===== config.mk =====
export PLATFORM = sky130hd
export DESIGN_NAME = alu_div
export DESIGN_NICKNAME = d
export VERILOG_FILES = /design/src/rtl/alu_div.sv
export SDC_FILE = /design/constraint.sdc
export NUM_CORES = 1
export LEC_CHECK = 0
export ABC_CLOCK_PERIOD_IN_PS = 5000
export BUFFER_PORTS_ARGS = -buffer_cell sky130_fd_sc_hd__buf_2
export CAP_MARGIN = 5
export CORE_UTILIZATION = 30
export DETAILED_ROUTE_END_ITERATION = 8
export PLACE_DENSITY = 0.56
export SYNTH_ARGS = -nofsm -noshare
export SYNTH_HDL_FRONTEND = slang
export SYNTH_SLANG_ARGS = --single-unit

===== constraint.sdc =====
create_clock -name clk -period 5 [get_ports clk]
set_input_delay 0.5 -clock clk [delete_from_list [all_inputs] [get_ports clk]]
set_output_delay 0.5 -clock clk [all_outputs]
set_load 0.1 [all_outputs]

===== src/rtl/alu_div.sv =====
// rtl/alu_div.sv - sequential binary32 divider: 25-step restoring mantissa division,
// denormals flushed to zero, quotient truncated, special cases on the esp bus.
module alu_div (
  input  logic        clk,
  input  logic        rst_n,
  input  logic        start,
  input  logic [31:0] dataA,
  input  logic [31:0] dataB,
  output logic [31:0] Resultado,
  output logic [1:0]  esp,
  output logic        busy,
  output logic        done
);

  localparam logic [2:0] S_IDLE     = 3'd0;
  localparam logic [2:0] S_CLASSIFY = 3'd1;
  localparam logic [2:0] S_DIVIDE   = 3'd2;
  localparam logic [2:0] S_NORM     = 3'd3;
  localparam logic [2:0] S_DONE     = 3'd4;

  localparam logic [1:0] ESP_NORMAL = 2'b00;
  localparam logic [1:0] ESP_NAN    = 2'b01;
  localparam logic [1:0] ESP_DIVZ   = 2'b10;
  localparam logic [1:0] ESP_INF    = 2'b11;

  localparam logic [31:0] QNAN = 32'h7FC0_0000;

  logic [2:0]  state;
  logic [31:0] op_a;
  logic [31:0] op_b;
  logic [25:0] rem;
  logic [24:0] quo;
  logic [4:0]  cnt;

  logic [7:0]  exp_a;
  logic [7:0]  exp_b;
  logic        a_zero, a_inf, a_nan;
  logic        b_zero, b_inf, b_nan;
  logic        sign;

  assign exp_a  = op_a[30:23];
  assign exp_b  = op_b[30:23];
  assign a_zero = (exp_a == 8'h00);
  assign b_zero = (exp_b == 8'h00);
  assign a_inf  = (exp_a == 8'hFF) && (op_a[22:0] == 23'h0);
  assign b_inf  = (exp_b == 8'hFF) && (op_b[22:0] == 23'h0);
  assign a_nan  = (exp_a == 8'hFF) && (op_a[22:0] != 23'h0);
  assign b_nan  = (exp_b == 8'hFF) && (op_b[22:0] != 23'h0);
  assign sign   = op_a[31] ^ op_b[31];

  // Special-case resolution in priority order; is_special low selects the divide path.
  logic        is_special;
  logic [31:0] spec_res;
  logic [1:0]  spec_esp;

  always_comb begin
    is_special = 1'b1;
    spec_res   = QNAN;
    spec_esp   = ESP_NAN;
    if (a_nan || b_nan || (a_zero && b_zero) || (a_inf && b_inf)) begin
      spec_res = QNAN;
      spec_esp = ESP_NAN;
    end else if (b_zero) begin
      spec_res = {sign, 8'hFF, 23'h0};
      spec_esp = a_inf ? ESP_INF : ESP_DIVZ;
    end else if (a_inf) begin
      spec_res = {sign, 8'hFF, 23'h0};
      spec_esp = ESP_INF;
    end else if (a_zero || b_inf) begin
      spec_res = {sign, 31'h0};
      spec_esp = ESP_NORMAL;
    end else begin
      is_special = 1'b0;
    end
  end

  // One restoring step: trial subtract of the divisor, keep it only if non-negative.
  logic [25:0] divisor;
  logic [25:0] rem_sub;
  logic        rem_ge;

  assign divisor = {3'b001, op_b[22:0]};
  assign rem_ge  = (rem >= divisor);
  assign rem_sub = rem_ge ? (rem - divisor) : rem;

  // Exponent is kept signed and wide so underflow and overflow are both visible.
  logic signed [9:0] exp_q;
  logic [22:0]       mant_q;

  assign exp_q  = $signed({2'b00, exp_a}) - $signed({2'b00, exp_b})
                + (quo[24] ? 10'sd127 : 10'sd126);
  assign mant_q = quo[24] ? quo[23:1] : quo[22:0];

  always_ff @(posedge clk or negedge rst_n) begin
    if (!rst_n) begin
      state     <= S_IDLE;
      op_a      <= 32'h0;
      op_b      <= 32'h0;
      rem       <= 26'h0;
      quo       <= 25'h0;
      cnt       <= 5'h0;
      Resultado <= 32'h0;
      esp       <= ESP_NORMAL;
    end else begin
      case (state)
        S_IDLE: begin
          if (start) begin
            op_a  <= dataA;
            op_b  <= dataB;
            state <= S_CLASSIFY;
          end
        end
        S_CLASSIFY: begin
          if (is_special) begin
            Resultado <= spec_res;
            esp       <= spec_esp;
            state     <= S_DONE;
          end else begin
            rem   <= {3'b001, op_a[22:0]};
            quo   <= 25'h0;
            cnt   <= 5'h0;
            state <= S_DIVIDE;
          end
        end
        S_DIVIDE: begin
          quo <= {quo[23:0], rem_ge};
          rem <= rem_sub << 1;
          cnt <= cnt + 5'd1;
          if (cnt == 5'd24) begin
            state <= S_NORM;
          end
        end
        S_NORM: begin
          if (exp_q >= 10'sd255) begin
            Resultado <= {sign, 8'hFF, 23'h0};
            esp       <= ESP_INF;
          end else if (exp_q <= 10'sd0) begin
            Resultado <= {sign, 31'h0};
            esp       <= ESP_NORMAL;
          end else begin
            Resultado <= {sign, exp_q[7:0], mant_q};
            esp       <= ESP_NORMAL;
          end
          state <= S_DONE;
        end
        S_DONE: begin
          state <= S_IDLE;
        end
        default: begin
          state <= S_IDLE;
        end
      endcase
    end
  end

  assign busy = (state != S_IDLE);
  assign done = (state == S_DONE);

endmodule


==> results.cfg, run 1 <==
[run_status]
outcome = finished clean

[worst_setup_path]
crit_chain = inv_1, ha_1, inv_1, fa_1, a211oi_1, nor2_1, o311ai_1, a21oi_1, a31o_2, a32oi_4, nand4_4, o21ai_0
worst-setup-path-type = reg -> reg
critPathMaxFanout = 23
worstPathArrival_ns = 3.89
crit_path_top_delay_cell = o311ai_1
crit_buf_inv = 2
end_kind = register
crit_family = compound AO/OA/AOI/OAI gates
max_stage_delay_ns = 0.45
cpMostUsedCell = inv_1
startpoint_type = register
required_ns = 5.35

[grt]
first_global_vias = 7272
grt_start_max_net_pins = 70
track_usage_pct = 16.29
grt_antenna_before_repair = 0
overflow = 0
grt_pass1_wl_mm = 38.76

[timing]
slew_viol_final = 0
fin_skew_ns = 0.01720
setup_viol = 0
layout_min_cycle_time_ns = 3.544
fmax_mhz = 282.2
grt_setup_unrepaired = false
finalHoldViolCount = 0
fin_ws_ns = 1.456
fin_tns_setup_ns = 0
worstMarginPinSlew_ns = 1.111
period_share_pct = 70.87
max-slew-margin-rel_pct = 24.99

[placement]
gp_congestion = 0.8585
post_dp_cell_area_um2 = 9694
dp_hpwl_mm = 16.90
place_worst_setup_slack_ns = 1.443
port_buffers = 102

[cts]
tritoncts = yes
path_clk_slew_ns = 0.07
holdBufCountCts = 0
cts-root-buf = clkbuf_16
htree_num_levels = 4
cts_repair_resize_count = 0
post_cts_buffers = 0
cts_num_sinks = 157
cts_buffer_depth = 2
cts_buffers = 17
clock_latency_ns = 0.44

[yosys]
yosys.cell_types.count = 72
synth_common_cells = dfrtp_1, nand2_1, o21ai_0, a21oi_1, inv_1
synth.area.top_cells = dfrtp_1, nand2_1, o21ai_0
synth_nets = 1047
yosys_most_used_dff = dfrtp_1
synth_top_area_cell = dfrtp_1
synth_mux_area_share_pct = 7.486
synth-compound-area-share_pct = 19.13
synth_top_family_by_area = compound AO/OA/AOI/OAI gates
seq_area_frac_synth_pct = 44.69
synth-simple-area-share_pct = 15.81
synth_edf_count = 0
syn_area_um2 = 8791
yosysTopAreaCellShare_pct = 44.69
yosysWarnings = 0
yosys.area_share.xor_xnor_pct = 3.373
ys_ff_latch = 157
synthCells = 943
ys_async_sr_fraction_pct = 100.0
syn_avg_cell_area_um2 = 9.322
synthAdderAreaFrac_pct = 5.437
yosys.cell_count.top_type = dfrtp_1

[floorplanning]
coreArea_um2 = 28780
die-area_um2 = 29990
initial_core_util_pct = 30.55
num_io_pins = 103
die-width_um = 173.2
std_cell_rows = 62
die_h_um = 173.2

[detailed_routing]
dr.pass1.iters = 4
avgRoutedWirePerCell_um = 16.49
ant_nets = 0
drt-initial-drc-count = 397
remaining_drc_errors = 0
via_per_inst = 5.043
drt-total-wl_mm = 23.54
dr_total_vias = 7197

[hold_path]
min_path_type = in -> async

[finish]
drive_above_1_share_pct = 20.04
nFillCells = 2968
fin_nets = 1134
fin_area_um2 = 10300
regArea_um2 = 3929
n_antenna_cell = 0
syn2layout_area_growth_pct = 17.19
multi_input_area_um2 = 4521
fin_util_pct = 35.80

[job]
drv_cap = 0
## worst reg2reg max path, delay by kind of cell (launching register included)
kind	cells	cell delay (ns)
simple gates	2	0.55
flops	1	0.39
compound gates	6	1.82
buf+inv	2	0.13
fa+ha+maj	2	0.58
## placed cells by master, fill, tap and decap left out, types with 12 or more instances in the layout
master	n
dfrtp_1	157
a21o_1	15
a21oi_1	59
inv_1	48
mux2_2	34
nand2_1	155
nand4_1	12
nor2_1	42
ha_1	35
mux2i_1	26
o21ai_0	92
clkbuf_16	17
buf_2	101
nor4_1	15
xnor2_1	16
xor2_1	16
o22ai_1	12
## registers in the layout, summed over array words and instances (netlist names)
| name | cells |
|---|---|
| op_b | 32 |
| cnt | 5 |
| op_a | 32 |
| rem | 26 |
| state | 3 |
| esp | 2 |
| quo | 25 |
| Resultado | 32 |
## stage by stage
stage	cells	hold slack, ns
2_1_floorplan	943	0.2044
3_3_place_gp	1395	0.4582
3_5_place_dp	1395	0.4696
4_1_cts	1427	0.08619
5_1_grt	1427	0.1023
6_report	1427	0.06731
## worst paths after layout
check,slack (ns),cells after the start,startpoint,endpoint
setup / recovery,1.46,12,op_a[23],Resultado[10]
hold / removal,0.07,1,rst_n,Resultado[2]
setup reg to reg,1.46,12,op_a[23],Resultado[10]
hold reg to reg,0.48,2,Resultado[5],Resultado[5]
max in group asynchronous,3.84,2,rst_n,rem[9]
min in group clk,0.26,3,dataB[4],op_b[4]
## final cells by class
type                       instances  share of cell area [%]
clock buffer                      18                   4.263
tap                              384                   4.664
inverter                          48                   1.749
multi-input combinational        695                   43.88
sequential                       157                   38.13
timing repair buffer             111                   5.672
clock inverter                    14                   1.640
## logic make-up after synthesis
logic type	count (synthesis)
AOI/OAI and AO/OA	267
xor gates and xnor gates	33
adders and majority gates	37
buffers and inverters	91
DFF	157
muxes	61
and+or+nand+nor	297
## layer usage
metal / global-route usage [%] / part of all wire, % / vias up
met3: 3.606 / 3.4 / 29
met1: 21.93 / 48 / 3482
met2: 26.19 / 46 / 143
met4: 4.683 / 1.9 / 0
li1: - / - / 3543
met5: 0 / 0 / -
Power of run 1 is not shown: default switching activity piles up to over one toggle a cycle in this logic, so the estimate is an artifact.
==> run 2: changes to the inputs <==
--- a/config.mk
+++ b/config.mk
@@ -5,12 +5,13 @@
 export SDC_FILE = /design/constraint.sdc
 export NUM_CORES = 1
 export LEC_CHECK = 0
-export ABC_CLOCK_PERIOD_IN_PS = 5000
+export ABC_AREA = 1
+export ABC_CLOCK_PERIOD_IN_PS = 2900
 export BUFFER_PORTS_ARGS = -buffer_cell sky130_fd_sc_hd__buf_2
 export CAP_MARGIN = 5
 export CORE_UTILIZATION = 30
 export DETAILED_ROUTE_END_ITERATION = 8
-export PLACE_DENSITY = 0.56
+export PLACE_DENSITY = 0.57
 export SYNTH_ARGS = -nofsm -noshare
 export SYNTH_HDL_FRONTEND = slang
 export SYNTH_SLANG_ARGS = --single-unit
==> constraint.sdc (replaced) <==
create_clock -name clk -period 2.9 [get_ports clk]
set_input_delay 0.29 -clock clk [delete_from_list [all_inputs] [get_ports clk]]
set_output_delay 0.29 -clock clk [all_outputs]
set_load 0.1 [all_outputs]
==> results.cfg, run 2 <==
[yosys]
synth_common_cells = nand2_1, dfrtp_1, nor2_1, inv_1, a21oi_1
syn_avg_cell_area_um2 = 7.733
synth.area.top_cells = dfrtp_1, nand2_1, nor2_1
ys_async_sr_fraction_pct = 100.0
synthCells = 1211
yosys.cell_types.count = 51
seq_area_frac_synth_pct = 41.95
yosysWarnings = 0
synth_nets = 1315
ys_ff_latch = 157
yosys.cell_count.top_type = nand2_1
synth_edf_count = 0
synth_top_area_cell = dfrtp_1
yosys_most_used_dff = dfrtp_1
syn_area_um2 = 9365
yosysTopAreaCellShare_pct = 41.95

[timing]
fin_ws_ns = 0.1136
whs_ns = 0.07624
max-slew-margin-rel_pct = 59.00
fin_skew_ns = 0.01047
setup_viol = 0
layout_min_cycle_time_ns = 2.786
slew_viol_final = 0
fmax_mhz = 358.9
worstMarginPinSlew_ns = 0.6143
fin_tns_setup_ns = 0
period_share_pct = 96.08
grt_setup_unrepaired = true
finalHoldViolCount = 0

[worst_setup_path]
end_kind = register
cpMostUsedCell = nand2_2
crit_path_top_delay_cell = fa_1
worst-setup-path-type = reg -> reg
critPathMaxFanout = 13
crit_buf_inv = 4
startpoint_type = register
crit_chain = inv_2, ha_4, inv_4, fa_1, inv_2, ha_4, a21boi_4, nand3_2, nor2_2, nand3_2, nand2_2, nand2_2, nand2_2, nand2_2, nand3_4, buf_12, nand2_1, o21ai_2
required_ns = 3.27
max_stage_delay_ns = 0.49
crit_family = simple AND/OR/NAND/NOR gates
worstPathArrival_ns = 3.16

[placement]
gp_congestion = 0.9211
place_worst_setup_slack_ns = 0.06908
dp_hpwl_mm = 18.98
port_buffers = 102

[cts]
cts_buffers = 17
htree_num_levels = 4
cts-root-buf = clkbuf_16
cts_buffer_depth = 2
cts_num_sinks = 157
clock_latency_ns = 0.44
tritoncts = yes
path_clk_slew_ns = 0.07

[floorplanning]
num_io_pins = 103
coreArea_um2 = 30670
die_h_um = 178.7
die-width_um = 178.7
std_cell_rows = 64
die-area_um2 = 31930
initial_core_util_pct = 30.54

[finish]
reg.largest.list = Resultado x32, op_a x32, op_b x32
n_antenna_cell = 0
final_common_cell = nand2_1
syn2layout_area_growth_pct = 18.84
layout_common_cells = nand2_1, dfrtp_1, nor2_1, inv_1, buf_2
drive_above_1_share_pct = 19.80
fin_util_pct = 36.29
fin_nets = 1419

[grt]
first_global_vias = 8094
track_usage_pct = 16.64
grt_pass1_wl_mm = 41.51
overflow = 0
grt_start_max_net_pins = 81
grt_antenna_before_repair = 0

[detailed_routing]
dr_total_vias = 8313
remaining_drc_errors = 0
avgRoutedWirePerCell_um = 14.74
drt-total-wl_mm = 25.41
dr.pass1.iters = 5
ant_nets = 0
via_per_inst = 4.822
drt-initial-drc-count = 497

[job]
drv_cap = 0

[run_status]
outcome = finished clean

[hold_path]
min_path_type = in -> reg
## run 2: cell count changes in the layout (fill, tap and decap cells not counted), sizes merged, moves of 18 or more
cell,previous run,this run
nand4,13,32
nand3,9,62
a21oi,59,109
nand2,156,268
nor2,42,150
mux2i,26,0
o22ai,13,33
mux2,35,14
inv,57,149
o21ai,112,92
buf,111,129
## run 2: area by class of cell
cell class | instances | area, µm²
clock buffers | 19 | 452.9
clock inverters | 13 | 128.9
well taps | 396 | 495.5
multi-input cells | 864 | 4765
inverters | 145 | 546.8
repair buffers | 130 | 812.0
fillers | 3256 | 19540
flip-flops and latches | 157 | 3929
## run 2: stage by stage
step / instance area (µm²) / cells
2_1_floorplan: 9365 / 1211
3_3_place_gp: 10400 / 1687
3_5_place_dp: 10400 / 1687
4_1_cts: 10990 / 1720
5_1_grt: 11130 / 1724
6_report: 11130 / 1724
## run 2: path summary, 6_finish.rpt
kind,to,slack [ns],cells past startpoint,startpoint
min in group asynchronous,op_a[3],0.38,2,rst_n
max reg2reg,Resultado[18],0.11,18,op_a[23]
min reg2reg,state[0],0.48,1,state[2]
min,op_a[31],0.08,2,dataA[31]
max in group asynchronous,op_a[21],1.73,3,rst_n
max,Resultado[18],0.11,18,op_a[23]
## run 2: cells by family (layout without fill, tap and decap cells)
group           count (synthesis)  in the layout  share of synthesized area, %
flops                         157            157                         41.95
fa+ha+maj                      37             37                         5.104
mux                            14             14                         1.683
xor+xnor                       21             21                         1.964
simple gates                  537            537                         25.28
compound gates                255            255                         15.66
buf+inv                       190            307                         8.363
## run 2: repair_timing
action	CTS	global route
resized for setup	0	33
endpoints found under the hold margin	48	0
hold buffers	1	0
setup endpoints to repair	0	34
buffers inserted	0	4
## run 2: per-layer routing
metal	wire, µm	share of wire [%]	global-route usage (%)
met1	11920	47	21.87
met2	12250	48	28.25
met3	936	3.7	2.841
met4	301	1.2	4.061
met5	0	0	0
Power of run 2 is left out for the same reason.
